==> config.mk <==
export PLATFORM = sky130hd
export DESIGN_NAME = bit_serial_adder_flat
export DESIGN_NICKNAME = d
export VERILOG_FILES = /design/src/rtl/bit_serial_adder_if.sv /design/src/rtl/bit_serial_adder.sv /design/src/flat_wrapper.sv
export SDC_FILE = /design/constraint.sdc
export NUM_CORES = 1
export LEC_CHECK = 0
export CAP_MARGIN = 40
export CORE_MARGIN = 8
export CORE_UTILIZATION = 40
export DETAILED_ROUTE_END_ITERATION = 10
export GPL_TIMING_DRIVEN = 0
export SYNTH_ARGS = -nofsm -noshare
export SYNTH_HDL_FRONTEND = slang
export SYNTH_SLANG_ARGS = --single-unit
==> constraint.sdc <==
create_clock -name clk -period 2.65 [get_ports clk]
set_clock_uncertainty 0.1 [all_clocks]
set_input_delay 0.53 -clock clk [delete_from_list [all_inputs] [get_ports clk]]
set_output_delay 0.53 -clock clk [all_outputs]
set_load 0.005 [all_outputs]
==> src/rtl/bit_serial_adder_if.sv <==
// ----------------------------------------------------------------------------
// bit_serial_adder_if
//
// Groups the request/response signals of bit_serial_adder into one bundle.
//
// Signals:
//   start  - request to begin an addition (honoured only while the adder idles)
//   a, b   - WIDTH-bit operands, captured on the accepting edge
//   cin    - carry-in, captured on the accepting edge
//   sub    - subtract request (only when BIT_SERIAL_ADDER_SUB_EN is defined)
//   busy   - adder is working on an operation
//   done   - one-cycle pulse: sum/cout hold a fresh result
//   sum    - registered result, held between completions
//   cout   - registered final carry-out
//
// Modports:
//   master - the requester (drives start/a/b/cin/sub)
//   slave  - the adder itself
//
// Optional feature macro: BIT_SERIAL_ADDER_SUB_EN (adds the sub signal).
// ----------------------------------------------------------------------------
interface bit_serial_adder_if #(
    parameter int WIDTH = 8
);
    logic             start;
    logic [WIDTH-1:0] a;
    logic [WIDTH-1:0] b;
    logic             cin;
`ifdef BIT_SERIAL_ADDER_SUB_EN
    logic             sub;
`endif
    logic             busy;
    logic             done;
    logic [WIDTH-1:0] sum;
    logic             cout;

`ifdef BIT_SERIAL_ADDER_SUB_EN
    modport master (
        output start, a, b, cin, sub,
        input  busy, done, sum, cout
    );

    modport slave (
        input  start, a, b, cin, sub,
        output busy, done, sum, cout
    );
`else
    modport master (
        output start, a, b, cin,
        input  busy, done, sum, cout
    );

    modport slave (
        input  start, a, b, cin,
        output busy, done, sum, cout
    );
`endif
endinterface

==> src/rtl/bit_serial_adder.sv <==
// ----------------------------------------------------------------------------
// bit_serial_adder
//
// Adds two WIDTH-bit operands LSB-first, one bit per clock, through a single
// full-adder cell and a registered carry. The result is reassembled in a shift
// register and presented in parallel along with a one-cycle done pulse.
//
// Ports:
//   clk  - rising-edge clock
//   rst  - asynchronous, active-high reset
//   bus  - bit_serial_adder_if.slave
//          inputs : start, a, b, cin (and sub when subtraction is built in)
//          outputs: busy, done, sum, cout (all registered)
//
// Parameters:
//   WIDTH - operand/result width, >= 1
//
// Optional feature macro: BIT_SERIAL_ADDER_SUB_EN
//   When defined, bus.sub = 1 at the accepting edge makes the block compute
//   a - b (mod 2^WIDTH) by adding ~b with a forced carry-in of 1; cout = 1
//   then means "no borrow". When undefined the block is add-only.
//
// Timing (start accepted at edge k):
//   edges k+1 .. k+WIDTH : one operand bit per edge (SHIFT)
//   edge  k+WIDTH        : sum/cout loaded, done rises
//   edge  k+WIDTH+1      : back to IDLE, busy falls
// ----------------------------------------------------------------------------
module bit_serial_adder #(
    parameter int WIDTH = 8
) (
    input  logic           clk,
    input  logic           rst,
    bit_serial_adder_if.slave bus
);

    localparam int CNT_W = $clog2(WIDTH + 1);

    localparam logic [1:0] IDLE  = 2'd0;
    localparam logic [1:0] SHIFT = 2'd1;
    localparam logic [1:0] DONE  = 2'd2;

    // Full-adder cell: sum bit
    function automatic logic fa_sum(input logic x, input logic y, input logic z);
        return x ^ y ^ z;
    endfunction

    // Full-adder cell: carry bit (majority of the three inputs)
    function automatic logic fa_carry(input logic x, input logic y, input logic z);
        return (x & y) | (x & z) | (y & z);
    endfunction

    logic [1:0]       state_r;
    logic [1:0]       state_s;
    logic [WIDTH-1:0] a_sh_r;
    logic [WIDTH-1:0] b_sh_r;
    logic [WIDTH-1:0] sum_sh_r;
    logic [WIDTH-1:0] sum_sh_s;
    logic             carry_r;
    logic [CNT_W-1:0] cnt_r;
    logic             bit_sum_s;
    logic             bit_carry_s;
    logic             last_bit_s;
    logic [WIDTH-1:0] b_load_s;
    logic             carry_load_s;
    logic [WIDTH-1:0] sum_r;
    logic             cout_r;
    logic             busy_r;
    logic             done_r;

    // Full-adder cell fed from the LSBs of the operand shifters
    always_comb begin
        bit_sum_s   = fa_sum(a_sh_r[0], b_sh_r[0], carry_r);
        bit_carry_s = fa_carry(a_sh_r[0], b_sh_r[0], carry_r);
        // New sum bit enters at the MSB so that after WIDTH shifts the
        // first (LSB) result bit has walked down to position 0.
        sum_sh_s    = (sum_sh_r >> 1) | (WIDTH'(bit_sum_s) << (WIDTH - 1));
        last_bit_s  = (cnt_r == CNT_W'(WIDTH - 1));
    end

    // Operand B and initial carry as captured on the accepting edge
    always_comb begin
`ifdef BIT_SERIAL_ADDER_SUB_EN
        if (bus.sub) begin
            // Two's complement subtraction: a + ~b + 1; cin is ignored.
            b_load_s     = ~bus.b;
            carry_load_s = 1'b1;
        end else begin
            b_load_s     = bus.b;
            carry_load_s = bus.cin;
        end
`else
        b_load_s     = bus.b;
        carry_load_s = bus.cin;
`endif
    end

    // Next-state logic for the IDLE -> SHIFT -> DONE sequence
    always_comb begin
        state_s = state_r;
        case (state_r)
            IDLE: begin
                if (bus.start) begin
                    state_s = SHIFT;
                end else begin
                    state_s = IDLE;
                end
            end
            SHIFT: begin
                if (last_bit_s) begin
                    state_s = DONE;
                end else begin
                    state_s = SHIFT;
                end
            end
            DONE: begin
                // start is not queued: DONE always returns to IDLE first.
                state_s = IDLE;
            end
            default: begin
                state_s = IDLE;
            end
        endcase
    end

    // State register; busy/done are registered from the next state so they
    // line up exactly with the state they describe.
    always_ff @(posedge clk or posedge rst) begin
        if (rst) begin
            state_r <= IDLE;
            busy_r  <= 1'b0;
            done_r  <= 1'b0;
        end else begin
            state_r <= state_s;
            busy_r  <= (state_s != IDLE);
            done_r  <= (state_s == DONE);
        end
    end

    // Operand shifters, carry, bit counter and result capture
    always_ff @(posedge clk or posedge rst) begin
        if (rst) begin
            a_sh_r   <= {WIDTH{1'b0}};
            b_sh_r   <= {WIDTH{1'b0}};
            sum_sh_r <= {WIDTH{1'b0}};
            carry_r  <= 1'b0;
            cnt_r    <= {CNT_W{1'b0}};
            sum_r    <= {WIDTH{1'b0}};
            cout_r   <= 1'b0;
        end else begin
            case (state_r)
                IDLE: begin
                    if (bus.start) begin
                        a_sh_r   <= bus.a;
                        b_sh_r   <= b_load_s;
                        carry_r  <= carry_load_s;
                        sum_sh_r <= {WIDTH{1'b0}};
                        cnt_r    <= {CNT_W{1'b0}};
                    end
                end
                SHIFT: begin
                    a_sh_r   <= a_sh_r >> 1;
                    b_sh_r   <= b_sh_r >> 1;
                    sum_sh_r <= sum_sh_s;
                    carry_r  <= bit_carry_s;
                    cnt_r    <= cnt_r + CNT_W'(1);
                    // The visible result only moves on the final bit, so it
                    // stays stable while the next operation is computing.
                    if (last_bit_s) begin
                        sum_r  <= sum_sh_s;
                        cout_r <= bit_carry_s;
                    end
                end
                DONE: begin
                    // Hold everything; result is already captured.
                end
                default: begin
                    // Unreachable encodings: hold; next state returns to IDLE.
                end
            endcase
        end
    end

    assign bus.busy = busy_r;
    assign bus.done = done_r;
    assign bus.sum  = sum_r;
    assign bus.cout = cout_r;

endmodule

==> src/flat_wrapper.sv <==
// flat-port wrapper written by rule: the top's interface ports become plain ports
module bit_serial_adder_flat 
#(
    parameter int WIDTH = 8
)
  (clk, rst, bus_start, bus_a, bus_b, bus_cin, bus_busy, bus_done, bus_sum, bus_cout);
  bit_serial_adder_if #(.WIDTH(WIDTH)) bus_i ();
  input  logic clk;
  input  logic rst;
  input wire logic [$bits(bus_i.start)-1:0] bus_start;
  input wire logic [$bits(bus_i.a)-1:0] bus_a;
  input wire logic [$bits(bus_i.b)-1:0] bus_b;
  input wire logic [$bits(bus_i.cin)-1:0] bus_cin;
  output wire logic [$bits(bus_i.busy)-1:0] bus_busy;
  output wire logic [$bits(bus_i.done)-1:0] bus_done;
  output wire logic [$bits(bus_i.sum)-1:0] bus_sum;
  output wire logic [$bits(bus_i.cout)-1:0] bus_cout;
  assign bus_i.start = bus_start;
  assign bus_i.a = bus_a;
  assign bus_i.b = bus_b;
  assign bus_i.cin = bus_cin;
  assign bus_busy = bus_i.busy;
  assign bus_done = bus_i.done;
  assign bus_sum = bus_i.sum;
  assign bus_cout = bus_i.cout;
  bit_serial_adder #(.WIDTH(WIDTH)) u_core (.clk(clk), .rst(rst), .bus(bus_i));
endmodule
# After elaboration in Yosys (flattened, before gate mapping)
# Index checks and enable logic that the tools add are counted.
[totals]
register_bits = 42
input_bits = 20
wordCells = 41
out_inout_bits = 11
[op_classes]
muxes = 13
n_reduce_logical = 5
bitwise_logic = 8
n_eq_ne = 4
add_sub_neg = 1
[op_table]
columns = ["op", "n"]
rows = [
  ["one-hot mux 8 bit (2 select lines)", 3],
  ["2-to-1 mux 8 bit", 3],
  ["OR 7 x 8 -> 8 bit", 1],
  ["one-hot mux 4 bit (2 select lines)", 1],
  ["adder 4 x 1 -> 4 bit, second input constant", 1],
  ["equality test 4 x 3 -> 1 bit, second input constant", 1],
  ["2-to-1 mux 4 bit", 1],
  ["one-hot mux 2 bit (2 select lines)", 1],
  ["AND reduction 2 bit", 2],
  ["nonzero test 2 bit", 2],
  ["AND 1 bit", 3],
  ["equality test 2 x 1 -> 1 bit, second input constant", 1],
  ["equality test 2 bit, second input constant", 1],
  ["logical NOT 2 bit", 1],
  ["2-to-1 mux 1 bit", 2],
  ["2-to-1 mux 2 bit", 1],
  ["!= test 2 bit, second input constant", 1],
  ["OR 1 bit", 2],
  ["one-hot mux 1 bit (2 select lines)", 1],
  ["bitwise XOR 1 bit", 2],
]

# Longest topological paths before layout
[logic_depth]
ltp_word = 4
depth_mapped = 5
depth_no_buf = 4

# Worst setup path before layout
# OpenSTA, ideal clock, no wires.
[synth_timing]
path_kind = "register to register"
from = "register u_core.cnt_r[0]"
to = "register u_core.cout_r (netlist: u_core.bus.cout)"
required_time_ps = 2425
arrival_time_ps = 1344
path_buffers = 0
path_slack_ps = 1082
stages_incl_launch_ff = 5
cell_sequence = "dfrtp_1 ha_1 nand2_1 nor3_4 mux2_2"
[synth_via]
elab_chain_cells = 2
[synth_lines]
columns = ["element", "line", "source"]
rows = [
  ["from (decl)", "bit_serial_adder.sv:59", "logic [CNT_W-1:0] cnt_r;"],
  ["from (signal assigned)", "bit_serial_adder.sv:146", "cnt_r <= {CNT_W{1'b0}};"],
  ["from (signal assigned)", "bit_serial_adder.sv:157", "cnt_r <= {CNT_W{1'b0}};"],
  ["from (signal assigned)", "bit_serial_adder.sv:165", "cnt_r <= cnt_r + CNT_W'(1);"],
  ["equality test 4 x 3 -> 1 bit", "bit_serial_adder.sv:77", "last_bit_s = (cnt_r == CNT_W'(WIDTH - 1));"],
  ["AND reduction 2 bit (no source line)", "-", ""],
  ["to (signal assigned)", "bit_serial_adder.sv:170", "cout_r <= bit_carry_s;"],
  ["to (decl)", "bit_serial_adder.sv:66", "logic cout_r;"],
]
# No other way between the ends.
# A chain may end at the register's enable or synchronous reset.

# Worst setup path in the final report
[layout_timing]
from = "input port bus_start"
to = "register u_core.b_sh_r[0]"
[layout_via]
elab_chain_cells = 2
[layout_lines]
columns = ["element", "line", "source"]
rows = [
  ["from (decl)", "flat_wrapper.sv:10", "input wire logic [$bits(bus_i.start)-1:0] bus_start;"],
  ["!= test 2 bit (no source line)", "-", ""],
  ["AND reduction 2 bit (no source line)", "-", ""],
  ["to (signal assigned)", "bit_serial_adder.sv:143", "b_sh_r <= {WIDTH{1'b0}};"],
  ["to (signal assigned)", "bit_serial_adder.sv:154", "b_sh_r <= b_load_s;"],
  ["to (signal assigned)", "bit_serial_adder.sv:162", "b_sh_r <= b_sh_r >> 1;"],
  ["to (decl)", "bit_serial_adder.sv:55", "logic [WIDTH-1:0] b_sh_r;"],
]
# No other way between the ends.

==> impl_results.md <==
- CTS max path bufs: 2
- CTS Hold Bufs: 0
- CTS resizes: 0
- Mapped Cells: 139
- Clock-pin slew on the worst setup and hold paths: 0.07 ns
- Slew HR: 0.6560
- 1st-pass router iterations: 4
- Final cell count without fillers: 228
- Crit start category: primary input
- Max Cap Viol: 0
- Port bufs: 30
- Synth warn: 0
- Final min period: 1.828 ns
- Worst VDD drop: 0.4759 mV
- Slew Viols, Final: 0
- Initial antenna violation count: 0
- Die width: 81.01 µm
- Crit-path max FO: 10
- DR WL/cell: 15.50 µm
- Die height: 81.01 µm
- Worst Hold Class: reg -> reg
- CTS Root Cell: clkbuf_8
- Synth Cell Area: 1690 µm²
- Dominant cell type by area after synthesis: dfrtp_1
- Fmax: 547.0 MHz
- Starting DRT DRC Count: 66
- Area after DPL: 2073 µm²
- Post-route DRC: 0
- Vias in the first global route: 1,286
- CTS tree: done
- Vias: 1,217
- Largest net degree at the start of global routing: 26
- Top Ports: 31
- Status: finished, final reports clean
- Total gr overflow: 0
- Vias per inst: 5.338
- Final Hold Vio Count: 0
- Placed instance count: 220
- Most frequent cells in the layout: 41 x dfrtp_1, 30 x clkdlybuf4s50_1, 17 x nand2_1, 15 x o21ai_0, 14 x a22oi_1
- Ant diodes: 0
- Synth area leaders: dfrtp_1 61%, a22oi_1 6.2%, mux2_2 6.0%, a22o_1 5.7%, o21ai_0 4.4%
- Initial Util: 0.4196
- Fin crit share: 0.6898
- Post-synth net total: 161
- Rows: 23
- Post-synth top area share: 0.6070
- Placer congestion estimate: 0.7265
- # H-tree levels: 2
- Number of synthesized register bits: 41
- Critical path type: in -> reg
- Worst skew pair latency: 0.29 ns
- Clock sinks: 41
- Post-detail-place hpwl: 2568 µm
- Final setup vio count: 0
- Fin nets: 199
- Power Density: 1028 nW/µm²
- Tot Pwr: 0.002269 W
- CORE AREA: 4029 µm²
- Post-placement setup slack: 0.5159 ns
- Syn_area_per_cell: 12.16 µm²
- Fill cells: 354
- Final instance area: 2207 µm²
- Final worst setup slack: 0.8220 ns
- Netlist cell types: 26
- Setup bufs post-CTS: 0
- Actual slew at the worst max-slew pin: 0.5143 ns
- Worst Setup End Kind: register
- Num CTS Buffers: 5
- Setup_tns: 0 ns
- Most common cell after layout, fill and taps aside: dfrtp_1
- P_leak: 0.9657 nW
- Share of cells above drive strength 1: 0.1573
- RSZ-0062 raised after global routing: no
- Die area: 6562 µm²
- Post-Route WL: 3533 µm
- Gr usage total: 0.1203
- Sequential share of the synthesized area: 0.6070
- Syn-to-layout area delta: 30.57%
- First-pass GRT wire length: 6113 µm
- Antenna-violating nets left: 0
- WP data arrival: 1.93 ns
- WP data required: 2.75 ns
## where the power goes
group          internal, W  switching, W  total, W
Combinational     0.000382      0.000304  0.000686
Clock             0.000374      0.000213  0.000587
Sequential        0.000842      0.000154  0.000996
Total              0.00160      0.000672   0.00227
## cells in the mapped netlist
library cell,number
dfrtp_1,41
nand2_1,17
o21ai_0,15
a22oi_1,14
a22o_1,11
mux2_2,9
buf_2,6
inv_1,3
a21oi_1,2
clkbuf_1,2
nand2b_1,2
nor2b_1,2
nor3_1,2
a221o_1,1
a2bb2oi_1,1
a31oi_1,1
a41oi_1,1
fa_1,1
ha_1,1
mux2i_1,1
nand2b_2,1
nand3_1,1
nand3b_1,1
nor2_1,1
nor3_4,1
o21bai_2,1
## metal layers
| layer | GRT usage | vias up | wire length [µm] |
|---|---|---|---|
| met5 | 0 | - | 0 |
| li1 | - | 583 | - |
| met2 | 0.1812 | 29 | 1637 |
| met3 | 0.03642 | 8 | 199 |
| met4 | 0.06429 | 0 | 76 |
| met1 | 0.1520 | 597 | 1620 |
## cell families (layout without fill, tap and decap cells)
family | count (synthesis) | after routing | share of synthesized area
AO/OA/AOI/OAI | 47 | 47 | 0.1962
flip-flops | 41 | 41 | 0.6070
AND/OR/NAND/NOR | 28 | 28 | 0.08290
buffers and inverters | 11 | 50 | 0.02887
multiplexers | 10 | 10 | 0.06588
adder cells (fa/ha/maj) | 2 | 2 | 0.01924
## sequential cells by signal, summed over array words and instances, names as in the netlist
name	flops
u_core.bus.sum	8
u_core.state_r	2
u_core.bus.busy	1
u_core.cnt_r	4
u_core.carry_r	1
u_core.b_sh_r	8
u_core.sum_sh_r	7
u_core.a_sh_r	8
u_core.bus.cout	1
u_core.bus.done	1
## critical path, stage by stage
cell and delay (ns):
clkdlybuf4s50_1 0.57, nor2b_1 0.29, buf_2 0.27, a22oi_1 0.09, o21ai_0 0.17
## path summary, 6_finish.rpt
path	start	end	slack (ns)	depth (start not counted)
hold / removal	u_core.b_sh_r[3]	u_core.b_sh_r[3]	0.39	2
setup reg to reg	u_core.cnt_r[0]	u_core.bus.sum[3]	0.86	4
setup / recovery	bus_start	u_core.b_sh_r[0]	0.82	5
hold reg to reg	u_core.b_sh_r[3]	u_core.b_sh_r[3]	0.39	2
min in group asynchronous	rst	u_core.bus.sum[0]	0.43	2
max in group asynchronous	rst	u_core.b_sh_r[4]	1.57	3
## layout make-up
| type | instances | area (µm²) | share of cell area |
|---|---|---|---|
| Sequential cell | 41 | 1026 | 0.4649 |
| Clock inverter | 3 | 65.06 | 0.02948 |
| Multi-Input combinational cell | 87 | 615.6 | 0.2789 |
| Tap cell | 50 | 62.56 | 0.02834 |
| Timing Repair Buffer | 31 | 320.3 | 0.1451 |
| Clock buffer | 5 | 68.82 | 0.03118 |
| Buffer | 8 | 37.54 | 0.01701 |
| Inverter | 3 | 11.26 | 0.005102 |
## stage by stage
step | hold slack [ns] | utilization
6_report | 0.3890 | 0.5478
5_1_grt | 0.4125 | 0.5478
4_1_cts | 0.3930 | 0.5478
3_5_place_dp | 0.3712 | 0.5146
3_3_place_gp | 0.3618 | 0.5096
2_1_floorplan | 0.3502 | -
Power figures use the tool's default switching activity.
